$ cat config.mk
export PLATFORM = sky130hd
export DESIGN_NAME = score_display_flat
export DESIGN_NICKNAME = d
export VERILOG_FILES = /design/src/rtl/score_display_if.sv /design/src/rtl/score_display.sv /design/src/flat_wrapper.sv
export SDC_FILE = /design/constraint.sdc
export NUM_CORES = 1
export LEC_CHECK = 0
export ABC_AREA = 1
export BUFFER_PORTS_ARGS = -buffer_cell sky130_fd_sc_hd__buf_2
export CAP_MARGIN = 25
export CORE_UTILIZATION = 64
export CTS_BUF_LIST = sky130_fd_sc_hd__clkbuf_8
export DETAILED_ROUTE_END_ITERATION = 16
export PLACE_DENSITY = 0.91
export SLEW_MARGIN = 20
export SYNTH_ARGS = -nofsm -noshare
export SYNTH_HDL_FRONTEND = slang
export SYNTH_SLANG_ARGS = --single-unit
$ cat constraint.sdc
create_clock -name MasterClock -period 3.75 [get_ports MasterClock]
set_input_delay 0.1875 -clock MasterClock [delete_from_list [all_inputs] [get_ports MasterClock]]
set_output_delay 0.1875 -clock MasterClock [all_outputs]
set_load 0.03 [all_outputs]
$ cat src/rtl/score_display_if.sv
// score_display_if: groups the score/tick inputs and display outputs of score_display.
//   ScanTick   : one-cycle pulse, advances the scanned digit
//   BlinkTick  : one-cycle pulse, toggles the game-over blink phase
//   Score      : unsigned binary score
//   ScoreValid : one-cycle request to display Score
//   GameOver   : level, enables blinking
//   Seg        : segments {g,f,e,d,c,b,a}, active-low
//   Dp         : decimal point, active-low (always off)
//   An         : digit anodes, active-low, An[0] is the ones digit
//   Busy       : BCD conversion in progress
// master drives the requests (game logic / divider), slave is the display driver.
interface score_display_if #(
    parameter int unsigned ScoreWidth = 14
);
    logic                  ScanTick;
    logic                  BlinkTick;
    logic [ScoreWidth-1:0] Score;
    logic                  ScoreValid;
    logic                  GameOver;
    logic [6:0]            Seg;
    logic                  Dp;
    logic [3:0]            An;
    logic                  Busy;

    modport master (
        output ScanTick, BlinkTick, Score, ScoreValid, GameOver,
        input  Seg, Dp, An, Busy
    );

    modport slave (
        input  ScanTick, BlinkTick, Score, ScoreValid, GameOver,
        output Seg, Dp, An, Busy
    );
endinterface

$ cat src/rtl/score_display.sv
// score_display: four-digit common-anode seven-segment driver for the snake board.
// A binary score is saturated to MaxScore, converted to BCD by a sequential
// double-dabble engine (one shift per cycle), and the resulting digits are
// scanned onto the anodes with leading-zero blanking and a game-over blink.
// Ports:
//   MasterClock : system clock, rising edge
//   Reset       : synchronous, active-high
//   bus         : score_display_if slave (ticks, score request, segment/anode outputs, Busy)
module score_display #(
    parameter int unsigned MaxScore  = 9999,
    parameter int unsigned ConvSteps = 14
) (
    input  logic           MasterClock,
    input  logic           Reset,
    score_display_if.slave bus
);
    localparam int unsigned StepW = $clog2(ConvSteps + 1);

    typedef enum logic [1:0] {StIdle, StShift, StLoad} state_e;

    state_e               state_q, state_d;
    logic [ConvSteps-1:0] bin_q, bin_d;
    logic [15:0]          bcd_q, bcd_d;
    logic [StepW-1:0]     step_q, step_d;
    logic                 pend_vld_q, pend_vld_d;
    logic [ConvSteps-1:0] pend_q, pend_d;
    logic [15:0]          digits_q, digits_d;
    logic [1:0]           scan_q, scan_d;
    logic                 phase_q, phase_d;
    logic [6:0]           seg_q, seg_d;
    logic [3:0]           an_q, an_d;

    logic [15:0]          bcd_adj;
    logic [3:0]           digit;
    logic                 blank;

    function automatic logic [ConvSteps-1:0] saturate(input logic [ConvSteps-1:0] v);
        if (32'(v) > MaxScore) return ConvSteps'(MaxScore);
        return v;
    endfunction

    function automatic logic [6:0] decode(input logic [3:0] d);
        case (d)
            4'd0:    return 7'b1000000;
            4'd1:    return 7'b1111001;
            4'd2:    return 7'b0100100;
            4'd3:    return 7'b0110000;
            4'd4:    return 7'b0011001;
            4'd5:    return 7'b0010010;
            4'd6:    return 7'b0000010;
            4'd7:    return 7'b1111000;
            4'd8:    return 7'b0000000;
            4'd9:    return 7'b0010000;
            default: return 7'b1111111;
        endcase
    endfunction

    // Double-dabble correction: any nibble >= 5 would overflow past 9 after the shift.
    always_comb begin
        bcd_adj = '0;
        for (int k = 0; k < 4; k++) begin
            bcd_adj[4*k +: 4] = (bcd_q[4*k +: 4] >= 4'd5) ? bcd_q[4*k +: 4] + 4'd3
                                                            : bcd_q[4*k +: 4];
        end
    end

    // Conversion FSM and pending request.
    always_comb begin
        state_d    = state_q;
        bin_d      = bin_q;
        bcd_d      = bcd_q;
        step_d     = step_q;
        pend_vld_d = pend_vld_q;
        pend_d     = pend_q;
        digits_d   = digits_q;

        unique case (state_q)
            StIdle: begin
                if (bus.ScoreValid) begin
                    state_d = StShift;
                    bin_d   = saturate(bus.Score);
                    bcd_d   = '0;
                    step_d  = '0;
                end
            end
            StShift: begin
                {bcd_d, bin_d} = {bcd_adj, bin_q} << 1;
                step_d         = step_q + 1'b1;
                if (step_q == StepW'(ConvSteps - 1)) begin
                    state_d = StLoad;
                end
                if (bus.ScoreValid) begin
                    pend_vld_d = 1'b1;
                    pend_d     = bus.Score;
                end
            end
            StLoad: begin
                digits_d   = bcd_q;
                pend_vld_d = 1'b0;
                bcd_d      = '0;
                step_d     = '0;
                // A request arriving on the LOAD edge is newer than the pending one.
                if (bus.ScoreValid) begin
                    state_d = StShift;
                    bin_d   = saturate(bus.Score);
                end else if (pend_vld_q) begin
                    state_d = StShift;
                    bin_d   = saturate(pend_q);
                end else begin
                    state_d = StIdle;
                end
            end
            default: state_d = StIdle;
        endcase
    end

    // Scan index, blink phase and registered display outputs.
    always_comb begin
        scan_d  = scan_q + {1'b0, bus.ScanTick};
        phase_d = bus.GameOver ? (phase_q ^ bus.BlinkTick) : 1'b0;

        digit = digits_q[{scan_q, 2'b00} +: 4];

        // Leading-zero blanking: a digit is dark only if it and all higher digits are zero.
        case (scan_q)
            2'd3:    blank = (digits_q[15:12] == 4'd0);
            2'd2:    blank = (digits_q[15:8] == 8'd0);
            2'd1:    blank = (digits_q[15:4] == 12'd0);
            default: blank = 1'b0;
        endcase

        an_d  = (blank || phase_q) ? 4'b1111 : ~(4'b0001 << scan_q);
        seg_d = decode(digit);
    end

    always_ff @(posedge MasterClock) begin
        if (Reset) begin
            state_q    <= StIdle;
            bin_q      <= '0;
            bcd_q      <= '0;
            step_q     <= '0;
            pend_vld_q <= 1'b0;
            pend_q     <= '0;
            digits_q   <= '0;
            scan_q     <= 2'd0;
            phase_q    <= 1'b0;
            seg_q      <= 7'b1111111;
            an_q       <= 4'b1111;
        end else begin
            state_q    <= state_d;
            bin_q      <= bin_d;
            bcd_q      <= bcd_d;
            step_q     <= step_d;
            pend_vld_q <= pend_vld_d;
            pend_q     <= pend_d;
            digits_q   <= digits_d;
            scan_q     <= scan_d;
            phase_q    <= phase_d;
            seg_q      <= seg_d;
            an_q       <= an_d;
        end
    end

    assign bus.Seg  = seg_q;
    assign bus.An   = an_q;
    assign bus.Dp   = 1'b1;
    assign bus.Busy = (state_q != StIdle);
endmodule

$ cat src/flat_wrapper.sv
// flat-port wrapper written by rule: the top's interface ports become plain ports
module score_display_flat 
#(
    parameter int unsigned MaxScore  = 9999,
    parameter int unsigned ConvSteps = 14
)
  (MasterClock, Reset, bus_ScanTick, bus_BlinkTick, bus_Score, bus_ScoreValid, bus_GameOver, bus_Seg, bus_Dp, bus_An, bus_Busy);
  score_display_if bus_i ();
  input  logic MasterClock;
  input  logic Reset;
  input wire logic [$bits(bus_i.ScanTick)-1:0] bus_ScanTick;
  input wire logic [$bits(bus_i.BlinkTick)-1:0] bus_BlinkTick;
  input wire logic [$bits(bus_i.Score)-1:0] bus_Score;
  input wire logic [$bits(bus_i.ScoreValid)-1:0] bus_ScoreValid;
  input wire logic [$bits(bus_i.GameOver)-1:0] bus_GameOver;
  output wire logic [$bits(bus_i.Seg)-1:0] bus_Seg;
  output wire logic [$bits(bus_i.Dp)-1:0] bus_Dp;
  output wire logic [$bits(bus_i.An)-1:0] bus_An;
  output wire logic [$bits(bus_i.Busy)-1:0] bus_Busy;
  assign bus_i.ScanTick = bus_ScanTick;
  assign bus_i.BlinkTick = bus_BlinkTick;
  assign bus_i.Score = bus_Score;
  assign bus_i.ScoreValid = bus_ScoreValid;
  assign bus_i.GameOver = bus_GameOver;
  assign bus_Seg = bus_i.Seg;
  assign bus_Dp = bus_i.Dp;
  assign bus_An = bus_i.An;
  assign bus_Busy = bus_i.Busy;
  score_display #(.MaxScore(MaxScore), .ConvSteps(ConvSteps)) u_core (.MasterClock(MasterClock), .Reset(Reset), .bus(bus_i));
endmodule
; ---- Yosys cells after proc, flatten, opt, wreduce, memory -nomap -nowiden
; Memories as Yosys holds them, arrays and structs flattened. A register that Yosys moved wholly into a read port is not among the register bits.
; Index checks and enable logic that the tools add are counted.
[word_totals]
input_bits = 20
mem_count = 1
elab_cells = 86
ff_bits = 74
romBits = 112
[memory_table]
columns = name, words, width, read_ports, rd_ports_with_merged_regs, write_ports, line_no
row1 = (no name shown), 16, 7, 1, 1, 0, score_display.sv:43  ; case (d)
[op_classes]
n_addsub = 6
n_mux = 33
n_bitwise = 3
n_lt_le_gt_ge = 6
eq_ne = 10
shift = 2
reduce_logical = 15
[op_table]
columns = cell, n
row1 = 14-bit two-way mux, 8
row2 = 16-bit case mux with 3 select lines, 1
row3 = 14-bit case mux with 3 select lines, 1
row4 = 14-bit > comparator (second input constant), 2
row5 = 4-bit by 3-bit >= comparator with 1-bit output (second input constant), 4
row6 = 16-bit two-way mux, 1
row7 = 4-bit two-way mux, 4
row8 = 16-bit by 5-bit indexed part select with 4-bit output, 1
row9 = 4-bit by 2-bit adder with 4-bit output (second input constant), 3
row10 = 12-bit logical NOT, 1
row11 = 4-bit case mux with 3 select lines, 1
row12 = 1-bit two-way mux, 10
row13 = 8-bit logical NOT, 1
row14 = 2-bit AND reduction, 4
row15 = 2-bit == test (second input constant), 3
row16 = 2-bit two-way mux, 3
row17 = 2-bit case mux with 3 select lines, 1
row18 = 4-bit by 1-bit adder with 4-bit output (second input constant), 1
row19 = 2-bit by 1-bit == test with 1-bit output (second input constant), 2
row20 = 4-bit == test (second input constant), 1
row21 = 4-bit logical NOT, 1
row22 = 2-bit inequality test (second input constant), 2
row23 = 4-bit inverter, 1
row24 = 2-bit nonzero test, 2
row25 = 15 further kinds, 16

; ---- Longest topological paths before layout
[depth]
word_depth = 9
ltp_mapped = 12
mapped_depth_nobuf = 11

; ---- Worst setup path before layout
; No wires, ideal clock.
[synth_path]
path_kind = register -> register
start = register u_core.scan_q[0]
end = register u_core.seg_q[0] (netlist: u_core.bus.Seg[0])
arrival_time_ps = 1529
path_buffers = 0
t_required_ps = 3632
path_stages_with_launch = 12
setup_slack_ps = 2103
synth_period_minus_slack_ps = 1647
setup_time_ps = 118
cell_sequence = dfxtp_1 -> inv_2 -> nand2_2 -> inv_1 -> nand2_1 -> nand2_1 -> nor3_2 -> inv_1 -> ha_1 -> or2_0 -> o211ai_1 -> nand2_1
[synth_between]
elab_chain_cells = 1
[synth_rtl]
columns = element, line_no
row1 = start: declaration, score_display.sv:28  ; logic [1:0] scan_q, scan_d;
row2 = start signal: assignment, score_display.sv:157  ; scan_q <= scan_d;
row3 = 16-bit by 5-bit indexed part select with 4-bit output, score_display.sv:122  ; digit = digits_q[{scan_q, 2'b00} +: 4];
row4 = end: declaration, score_display.sv:30  ; logic [6:0] seg_q, seg_d;
; No other way between the ends.
; A chain may end at the register's enable or synchronous reset.

; ---- Worst setup path after layout
[layout_path]
start = register u_core.state_q[0]
end = register u_core.bin_q[0]
[layout_between]
elab_chain_cells = 3
word_cells_on_any_way = 8
[layout_rtl]
columns = element, line_no
row1 = start: declaration, score_display.sv:21  ; state_e state_q, state_d;
row2 = start signal: assignment, score_display.sv:138  ; state_q <= StIdle;
row3 = start signal: assignment, score_display.sv:150  ; state_q <= state_d;
row4 = "2-bit == test, or another cell as far along", score_display.sv:77  ; unique case (state_q)
row5 = "3-bit by 2-bit inequality test with 1-bit output (no source line), or another cell as far along", --
row6 = 3-bit AND reduction (no source line), --
row7 = end signal: assignment, score_display.sv:151  ; bin_q <= bin_d;
row8 = end: declaration, score_display.sv:22  ; logic [ConvSteps-1:0] bin_q, bin_d;
; Several ways; a longest one is shown, not always the timed one.

==> impl_metrics.tcl <==
set metrics [dict create \
    grt_pass1_wl_microns 15700 \
    n_fill_cell 494 \
    synth_top_area_share_pct 38.6 \
    worstMarginPinSlew_ps 986 \
    cts.sinks 81 \
    fmax_mhz 450 \
    syn-cell-area_sq_um 4200 \
    drive_above_1_share_pct 13.3 \
    globalRouteTotalUtil_pct 28.0 \
    dieWidth_microns 83.0 \
    postLayoutCoreUtil_pct 71.3 \
    ant_nets 0 \
    synth-edff-count 0 \
    cpPeakStageDelay_ps 350 \
    critical_path.startpoint_type "register" \
    syn_nets 628 \
    tns_ps 0 \
    yosysSeqAreaShare_pct 38.6 \
    n_antenna_cell 0 \
    gr-total-overflow 0 \
    ioPinCount 33 \
    cp.required_ps 4010 \
    fin_cells 686 \
    timing.final.crit_share_pct 59.2 \
    rsz0062_at_grt "false" \
    nets 645 \
    clockRootBuffer "clkbuf_8" \
    grt_max_degree 42 \
    cts_buffers 9 \
    htreeDepth 3 \
    yosysTopAreaCell "dfxtp_1" \
    grt_pass1_vias 3465 \
    start_util_pct 66.1 \
    cp_cell_sequence "inv_1 > ha_1 > buf_4 > inv_2 > nor2_4 > nand2_1 > nand2_2 > inv_1 > o21ai_0 > a21oi_1" \
    worstSetupPathType "register to register" \
    syn_to_final_growth_pct 7.87 \
    antenna_found_initial 0 \
    dp_hpwl_microns 6360 \
    hold_path_class "primary input to register" \
    cpMostUsedCell "inv_1" \
    placementRows 29 \
    gp_congestion 0.912 \
    setup_violations 0 \
    postCtsSetupRepairBufs 0 \
    leakage_nw 1.97 \
    worstPathArrival_ps 2480 \
    ys_warn_count 0 \
    total_power_w 0.00313 \
    maxSlewHeadroom_pct 34.2 \
    regArea_sq_um 1620 \
    cts_buffer_depth 2 \
    die-area_sq_um 6890 \
    syn_area_per_cell_sq_um 7.15 \
    multiInputGateArea_sq_um 2190 \
    drt_wl_total_microns 9420 \
    cts_tree "done" \
    path_clk_slew_ps 100 \
    die_h_microns 83.0 \
    wl_per_cell_microns 13.7 \
    vdd_drop_max_mv 0.407 \
    synth_cells 587 \
    ys_ff_latch 81 \
    vias 3909 \
    numPortBuffers 31 \
    dp_slack_ps 1570 \
    setup_ws_ps 1530 \
    fin_crit_ps 2220 \
    status "finished, final reports clean" \
    finalHoldViolCount 0 \
    p_per_area_nw_per_um2 691 \
    clock_skew_ps 18.4 \
    crit_fanout 32 \
    ys_types 37 \
    drt_iter0_drc 383 \
    drc_errors 0 \
    ctsHoldBuffers 0 \
    async_flop_share_pct 0 \
    core_sq_um 6350 \
    ys_top_cells_by_area "dfxtp_1 39%, nand2_1 11%, a21oi_1 10%" \
    ctsResizeCount 0 \
    synthFlopType "dfxtp_1" \
    drv_cap 0 \
    vias_per_cell 5.70 \
    finalMaxSlewViolations 0 \
    dp.cells 670 \
    worst_path_max_delay_cell "dfxtp_1" \
    dr.pass1.iters 5 \
    critPathCaptureType "register" \
    insertion_delay_ps 360 \
]
[stage by stage]
stage | cell area [sq um] | hold WS [ps]
after global placement | 4320 | 419
after CTS | 4530 | 55.2
after floorplan | 4200 | 317
after detailed placement | 4320 | 441
after global routing | 4530 | 69.3
final | 4530 | 62.4
[cells by family after synthesis]
family,after synthesis,synth area share [%]
simple gates,227,24.6
other cells,1,0.0893
buf+inv,91,9.18
flops,81,38.6
xor+xnor,5,1.04
fa+ha+maj,21,6.26
compound gates,161,20.2
[cell type report]
| cell class | count | area share [%] |
|---|---|---|
| inverters | 64 | 5.31 |
| flip-flops and latches | 81 | 35.8 |
| clock inverters | 6 | 1.58 |
| repair buffers | 33 | 3.76 |
| multi-input cells | 415 | 48.4 |
| clock buffers | 10 | 3.04 |
| well taps | 77 | 2.13 |
[synth_stat cells, types with 3 or more instances]
cell type  number
nor2_2          4
nand2_1       121
xor2_1          4
a21oi_1        85
inv_2           8
o22ai_1         3
nor2_1         47
nor3_1          4
dfxtp_1        81
nand4_1         3
buf_2           8
nand3_1        24
ha_1           21
a31oi_1        11
buf_4           5
a22oi_1         4
nor2_4          6
nand2_2         7
o211ai_1        4
o21ai_0        50
inv_1          56
clkbuf_1       12
[registers in the layout, indices dropped and copies added, names as in the netlist, 4 cells and up]
signal / count
u_core.bcd_q: 16
u_core.digits_q: 16
u_core.bin_q: 14
u_core.pend_q: 14
u_core.bus.Seg: 7
u_core.bus.An: 4
u_core.step_q: 4
[per-layer routing]
layer	share of wire [%]	GRT usage, %	vias to the layer above
li1	-	-	1955
met1	44	37.1	1734
met2	46	43.4	192
met3	8.3	6.66	28
met4	2.5	12.2	0
met5	0	0	-
[path summary, 6_finish.rpt]
kind / from / to / slack (ps) / depth (start not counted)
worst max register to register: u_core.state_q[0] / u_core.bin_q[0] / 1530 / 10
worst max-delay path: u_core.state_q[0] / u_core.bin_q[0] / 1530 / 10
worst min register to register: u_core.bin_q[3] / u_core.bin_q[3] / 470 / 2
worst min-delay path: bus_GameOver / u_core.phase_q / 60 / 3
[power breakdown]
group / internal, W / switching (W)
logic: 0.000387 / 0.000864
clock network: 0.000333 / 0.000347
registers: 0.00107 / 0.000132
total: 0.00179 / 0.00134
[worst max-delay path: cells and delay by family (launching register included)]
family,cells,cell delay [ps]
compound gates,2,270
fa+ha+maj,1,150
buf+inv,4,800
flops,1,350
simple gates,3,540
[cell usage in the layout (no fill, tap or decap), types with 3 or more instances in the layout]
master | synthesis | layout
a21oi_1 | 85 | 85
a22oi_1 | 4 | 4
a31oi_1 | 11 | 11
buf_2 | 8 | 31
clkbuf_8 | 0 | 10
dfxtp_1 | 81 | 81
ha_1 | 21 | 21
inv_1 | 56 | 56
inv_2 | 8 | 8
inv_6 | 0 | 3
nand2_1 | 121 | 121
nand2_2 | 7 | 7
nand3_1 | 24 | 24
nand4_1 | 3 | 3
nor2_1 | 47 | 47
nor2_2 | 4 | 4
nor2_4 | 6 | 6
nor3_1 | 4 | 4
o211ai_1 | 4 | 4
o21ai_0 | 50 | 50
o22ai_1 | 3 | 3
xor2_1 | 4 | 4
(Power assumes the default switching activity.)
